**src/rtl/t03_text_pixel_streamer_if.sv**
```systemverilog
// Pixel output bus from the text streamer into the display write path.
//
// Handshake: the master raises pix_valid and holds pix_data/pix_x/pix_y
// stable until the slave samples pix_ready high on the same rising edge.
// That edge is the transfer. The slave's pix_ready has no effect while
// pix_valid is low.
interface t03_text_pixel_streamer_if #(
    parameter int COLOR_W = 16,
    parameter int XW      = 7,
    parameter int YW      = 3
);
    logic [COLOR_W-1:0] pix_data;
    logic [XW-1:0]      pix_x;
    logic [YW-1:0]      pix_y;
    logic               pix_valid;
    logic               pix_ready;

    modport master (
        output pix_data,
        output pix_x,
        output pix_y,
        output pix_valid,
        input  pix_ready
    );

    modport slave (
        input  pix_data,
        input  pix_x,
        input  pix_y,
        input  pix_valid,
        output pix_ready
    );
endinterface

```
**src/rtl/t03_text_pixel_streamer.sv**
```systemverilog
// Text line pixel streamer: latches a packed glyph bitmap plus two colours
// on start, then emits one colour pixel per accepted transfer in raster
// order (row 0 left to right, then row 1, ...), followed by a one-cycle
// done pulse.
module t03_text_pixel_streamer #(
    parameter int NUM_CHARS = 12,
    parameter int X_LEN     = 9,
    parameter int Y_LEN     = 8,
    parameter int COLOR_W   = 16
) (
    input  logic                                 clk,
    input  logic                                 nrst,
    input  logic                                 start,
    input  logic [NUM_CHARS*X_LEN*Y_LEN-1:0]     characters,
    input  logic [COLOR_W-1:0]                   fg_color,
    input  logic [COLOR_W-1:0]                   bg_color,
    t03_text_pixel_streamer_if.master            pix,
    output logic                                 busy,
    output logic                                 done,
    output logic [1:0]                           dbg_state
);
    localparam int LINE_W = NUM_CHARS * X_LEN;
    localparam int TOTAL  = LINE_W * Y_LEN;
    localparam int XW     = $clog2(LINE_W);
    localparam int YW     = $clog2(Y_LEN);

    localparam logic [XW-1:0] X_LAST = XW'(LINE_W - 1);
    localparam logic [YW-1:0] Y_LAST = YW'(Y_LEN - 1);

    localparam logic [1:0] S_IDLE   = 2'd0;
    localparam logic [1:0] S_STREAM = 2'd1;
    localparam logic [1:0] S_DONE   = 2'd2;

    logic [1:0]         state;
    logic [TOTAL-1:0]   bitmap;   // shifted left per transfer; MSB is the current pixel
    logic [COLOR_W-1:0] fg_q;
    logic [COLOR_W-1:0] bg_q;
    logic [XW-1:0]      x;
    logic [YW-1:0]      y;
    logic               streaming;

    assign streaming = (state == S_STREAM);

    // Sequencer: latch on start, advance raster position on each transfer.
    always_ff @(posedge clk or negedge nrst) begin
        if (!nrst) begin
            state  <= S_IDLE;
            bitmap <= '0;
            fg_q   <= '0;
            bg_q   <= '0;
            x      <= '0;
            y      <= '0;
        end else begin
            case (state)
                S_IDLE: begin
                    if (start) begin
                        bitmap <= characters;
                        fg_q   <= fg_color;
                        bg_q   <= bg_color;
                        x      <= '0;
                        y      <= '0;
                        state  <= S_STREAM;
                    end
                end
                S_STREAM: begin
                    if (pix.pix_ready) begin
                        bitmap <= bitmap << 1;
                        if (x == X_LAST) begin
                            x <= '0;
                            if (y == Y_LAST) begin
                                // Park counters at origin rather than wrap past the last row.
                                y     <= '0;
                                state <= S_DONE;
                            end else begin
                                y <= y + YW'(1);
                            end
                        end else begin
                            x <= x + XW'(1);
                        end
                    end
                end
                S_DONE: begin
                    state <= S_IDLE;
                end
                default: begin
                    state <= S_IDLE;
                end
            endcase
        end
    end

    // Output decode; colour is forced to zero outside the streaming window.
    always_comb begin
        pix.pix_valid = streaming;
        pix.pix_data  = streaming ? (bitmap[TOTAL-1] ? fg_q : bg_q) : '0;
        pix.pix_x     = x;
        pix.pix_y     = y;
        busy          = (state != S_IDLE);
        done          = (state == S_DONE);
        dbg_state     = state;
    end
endmodule

```
**src/flat_wrapper.sv**
```systemverilog
// flat-port wrapper written by rule: the top's interface ports become plain ports
module t03_text_pixel_streamer_flat 
#(
    parameter int NUM_CHARS = 12,
    parameter int X_LEN     = 9,
    parameter int Y_LEN     = 8,
    parameter int COLOR_W   = 16
)
  (clk, nrst, start, characters, fg_color, bg_color, busy, done, dbg_state, pix_pix_data, pix_pix_x, pix_pix_y, pix_pix_valid, pix_pix_ready);
  t03_text_pixel_streamer_if #(.COLOR_W(COLOR_W), .XW(($clog2((NUM_CHARS * X_LEN)))), .YW(($clog2(Y_LEN)))) pix_i ();
  input  logic clk;
  input  logic nrst;
  input  logic start;
  input  logic [NUM_CHARS*X_LEN*Y_LEN-1:0] characters;
  input  logic [COLOR_W-1:0] fg_color;
  input  logic [COLOR_W-1:0] bg_color;
  output logic busy;
  output logic done;
  output logic [1:0] dbg_state;
  output wire logic [$bits(pix_i.pix_data)-1:0] pix_pix_data;
  output wire logic [$bits(pix_i.pix_x)-1:0] pix_pix_x;
  output wire logic [$bits(pix_i.pix_y)-1:0] pix_pix_y;
  output wire logic [$bits(pix_i.pix_valid)-1:0] pix_pix_valid;
  input wire logic [$bits(pix_i.pix_ready)-1:0] pix_pix_ready;
  assign pix_pix_data = pix_i.pix_data;
  assign pix_pix_x = pix_i.pix_x;
  assign pix_pix_y = pix_i.pix_y;
  assign pix_pix_valid = pix_i.pix_valid;
  assign pix_i.pix_ready = pix_pix_ready;
  t03_text_pixel_streamer #(.NUM_CHARS(NUM_CHARS), .X_LEN(X_LEN), .Y_LEN(Y_LEN), .COLOR_W(COLOR_W)) u_core (.clk(clk), .nrst(nrst), .start(start), .characters(characters), .fg_color(fg_color), .bg_color(bg_color), .pix(pix_i), .busy(busy), .done(done), .dbg_state(dbg_state));
endmodule
```
**config.mk**
```make
export PLATFORM = sky130hd
export DESIGN_NAME = t03_text_pixel_streamer_flat
export DESIGN_NICKNAME = d
export VERILOG_FILES = /design/src/rtl/t03_text_pixel_streamer_if.sv /design/src/rtl/t03_text_pixel_streamer.sv /design/src/flat_wrapper.sv
export SDC_FILE = /design/constraint.sdc
export NUM_CORES = 2
export LEC_CHECK = 0
export ABC_AREA = 0
export CAP_MARGIN = 30
export CORE_AREA = 2 2 362 364
export CTS_CLUSTER_SIZE = 28
export DETAILED_ROUTE_END_ITERATION = 12
export DIE_AREA = 0 0 364 366
export PLACE_DENSITY_LB_ADDON = 0.2
export SYNTH_ARGS = -nofsm -noshare
export SYNTH_HDL_FRONTEND = slang
export SYNTH_SLANG_ARGS = --single-unit
```
**constraint.sdc**
```tcl
create_clock -name clk -period 4.86 [get_ports clk]
set_clock_uncertainty 0.1 [all_clocks]
set_input_delay 0.486 -clock clk [delete_from_list [all_inputs] [get_ports clk]]
set_output_delay 0.486 -clock clk [all_outputs]
set_load 0.1 [all_outputs]
```
==> run metrics <==
design area 0.0552 mm2; H-tree depth 3; max cap viols 0; setup TNS 0 ns; FF-to-FF path depth 5; Final ANT Viol Nets 0; Synth-to-Final Area Change 36.0%; Critical Path AT 2.99 ns; non-filler cells, final 7472; GRT Max-Usage Layer met2; I/O pin total 931; Setup crit start kind flop; TritonCTS Buffers 104; Yosys Warn Count 0; Post-Route WL 138000 um; Clock Latency Late Sink 0.71 ns; Async S/R FF share, synth 1.00; vias per inst 4.90; Final nets 6516; post_cts resized 0; Area after DPL 0.0515 mm2; Peak VDD IR 308 uV; vias in the first global route 35600; Setup Viol. Count Final 0; initial antenna violation count 59; unrepaired setup endpoints after global routing no; Max FO, Critical Path 23; Initial DRC Count 2983; Worst-path clk slew 0.07 ns; met2 Track Usage GR 0.333; max-slew violations 0; Leak 0.0236 uW; remaining global-route overflow 0; DIE WIDTH 364 um; DRT Pass-1 Iters 6; CP Class flop to output pin; Die Y 366 um; register area share after synthesis 0.560; Tcrit/Tclk final 0.735; met1 usage 0.253; Hold Crit Depth 3; Starting Density 0.315; cells after synthesis 4876; status completed; Tightest Pin Transition 1.24 ns; Worst slew margin 0.171; Unique masters post-synth 31; Req. time, crit path 4.27 ns; port bufs 930; Power Density 498 mW/mm2; FF-to-FF End u_core.bitmap[423]$_DFFE_PN0P_; first-pass GRT wire length 210000 um; hold_ws 0.225 ns; ys flop type dfrtp_1; Core Footprint 0.129 mm2; hold crit path type input pin to flop; synthesized area per cell 8.33 um2; die area 0.133 mm2; Mapped Nets 5779; DRC viols 0; crit path time final 3.57 ns; met3 usage 0.0550; reg-to-reg critical path startpoint u_core.dbg_state[1]$_DFFE_PN0P_; # fillers 13000; post-CTS setup buffers 0; commonest non-fill, non-tap cell in the layout nand2_1; Bufs on Longest Clock Path 3; reg2reg setup slack 1.91 ns; maximum operating frequency 0.280 GHz; Post-DP HPWL 97300 um; FP Rows 132; Root Driver clkbuf_16; total clock sinks 908; Placed Instances 7248; worst hold endpoint u_core.bitmap[361]$_DFFE_PN0P_; share of layout cells above drive strength 1 0.0570; Routability Congestion 0.831; gr usage total 0.202; largest net degree at the start of global routing 210; most frequent cells in the layout 1739 x nand2_1, 912 x clkdlybuf4s50_1, 908 x dfrtp_1; Crit. End Element output pin; CTS tree done; Wirelength per Cell 18.5 um; Final Hold Vio Count 0; via count of the routed design 36600; Yosys reg bits 908; Hold Startpoint characters[361]; synthesized area 0.0406 mm2; Post-synth EDFFs 0
## critical path, stage by stage (launching register included)
cell and delay, ns:
dfrtp_1 0.60, nand2b_4 0.31, nor2_1 0.20, clkdlybuf4s50_1 1.16
## cells in the mapped netlist, drive strengths merged, types with 4 or more instances
| cell type | n | area, um2 |
|---|---|---|
| nand2 | 1739 | 6530 |
| dfrtp | 908 | 22700 |
| nor2 | 883 | 3320 |
| a31oi | 863 | 5400 |
| buf | 274 | 1370 |
| clkbuf | 118 | 443 |
| mux2 | 32 | 360 |
| mux2i | 16 | 160 |
| o21ai | 7 | 35.0 |
| nand3 | 5 | 25.0 |
| a22o | 4 | 35.0 |
## kinds of logic after synthesis
group	count (synthesis)	share of synthesized area
mux	48	0.0128
compound gates	882	0.136
simple gates	2640	0.245
fa+ha+maj	3	0.000925
flops	908	0.560
buf+inv	395	0.0449
## repair_timing
action / CTS / global route
endpoints found under the hold margin: 67 / 0
endpoints found under the setup margin: 0 / 0
hold buffers: 1 / 0
## sequential cells by signal, indices dropped and copies added (netlist names)
register / flops
u_core.bitmap: 864
u_core.fg_q: 16
u_core.dbg_state: 2
u_core.bg_q: 16
u_core.pix.pix_x: 7
u_core.pix.pix_y: 3
## per-stage QoR
stage                     utilization  total power (uW)  setup WS (ns)
after floorplan                     -             16500           1.30
after global placement          0.397             18900           1.75
after detailed placement        0.399             19300           1.71
after CTS                       0.428             27800           1.16
after global routing            0.428             29300           1.12
final                           0.428             27500           1.29
## area by class of cell
class | instances | area (um2) | share of cell area
inverter | 3 | 18.8 | 0.000340
antenna | 30 | 75.1 | 0.00136
timing repair buffer | 1023 | 10500 | 0.190
sequential | 908 | 22700 | 0.411
clock inverter | 45 | 606 | 0.0110
tap | 1742 | 2180 | 0.0395
clock buffer | 148 | 3050 | 0.0552
multi-input combinational | 3573 | 16100 | 0.291
## power by group
group	leakage, uW	internal, uW	switching (uW)	total (uW)
registers	0.00973	10300	1520	11800
clock network	0.00181	5020	3370	8390
logic	0.0120	3080	4190	7260
## metal layers
metal | routed length [um] | vias to the layer above
met5 | 443 | -
met4 | 3910 | 66
met3 | 9610 | 227
met2 | 66600 | 962
met1 | 57500 | 17600
li1 | - | 17700
## how the worst max path moves through the flow
stage,startpoint,endpoint,slack [ns],cells after the start
after floorplan,u_core.dbg_state[0]$_DFFE_PN0P_,pix_pix_data[0],1.30,5
after global placement,start,u_core.bitmap[188]$_DFFE_PN0P_,1.75,7
after detailed placement,start,u_core.bitmap[180]$_DFFE_PN0P_,1.71,7
after CTS,u_core.dbg_state[0]$_DFFE_PN0P_,done,1.16,2
after global routing,u_core.dbg_state[0]$_DFFE_PN0P_,pix_pix_data[11],1.12,3
final,u_core.dbg_state[0]$_DFFE_PN0P_,pix_pix_data[11],1.29,3
Power figures use the tool's default switching activity.
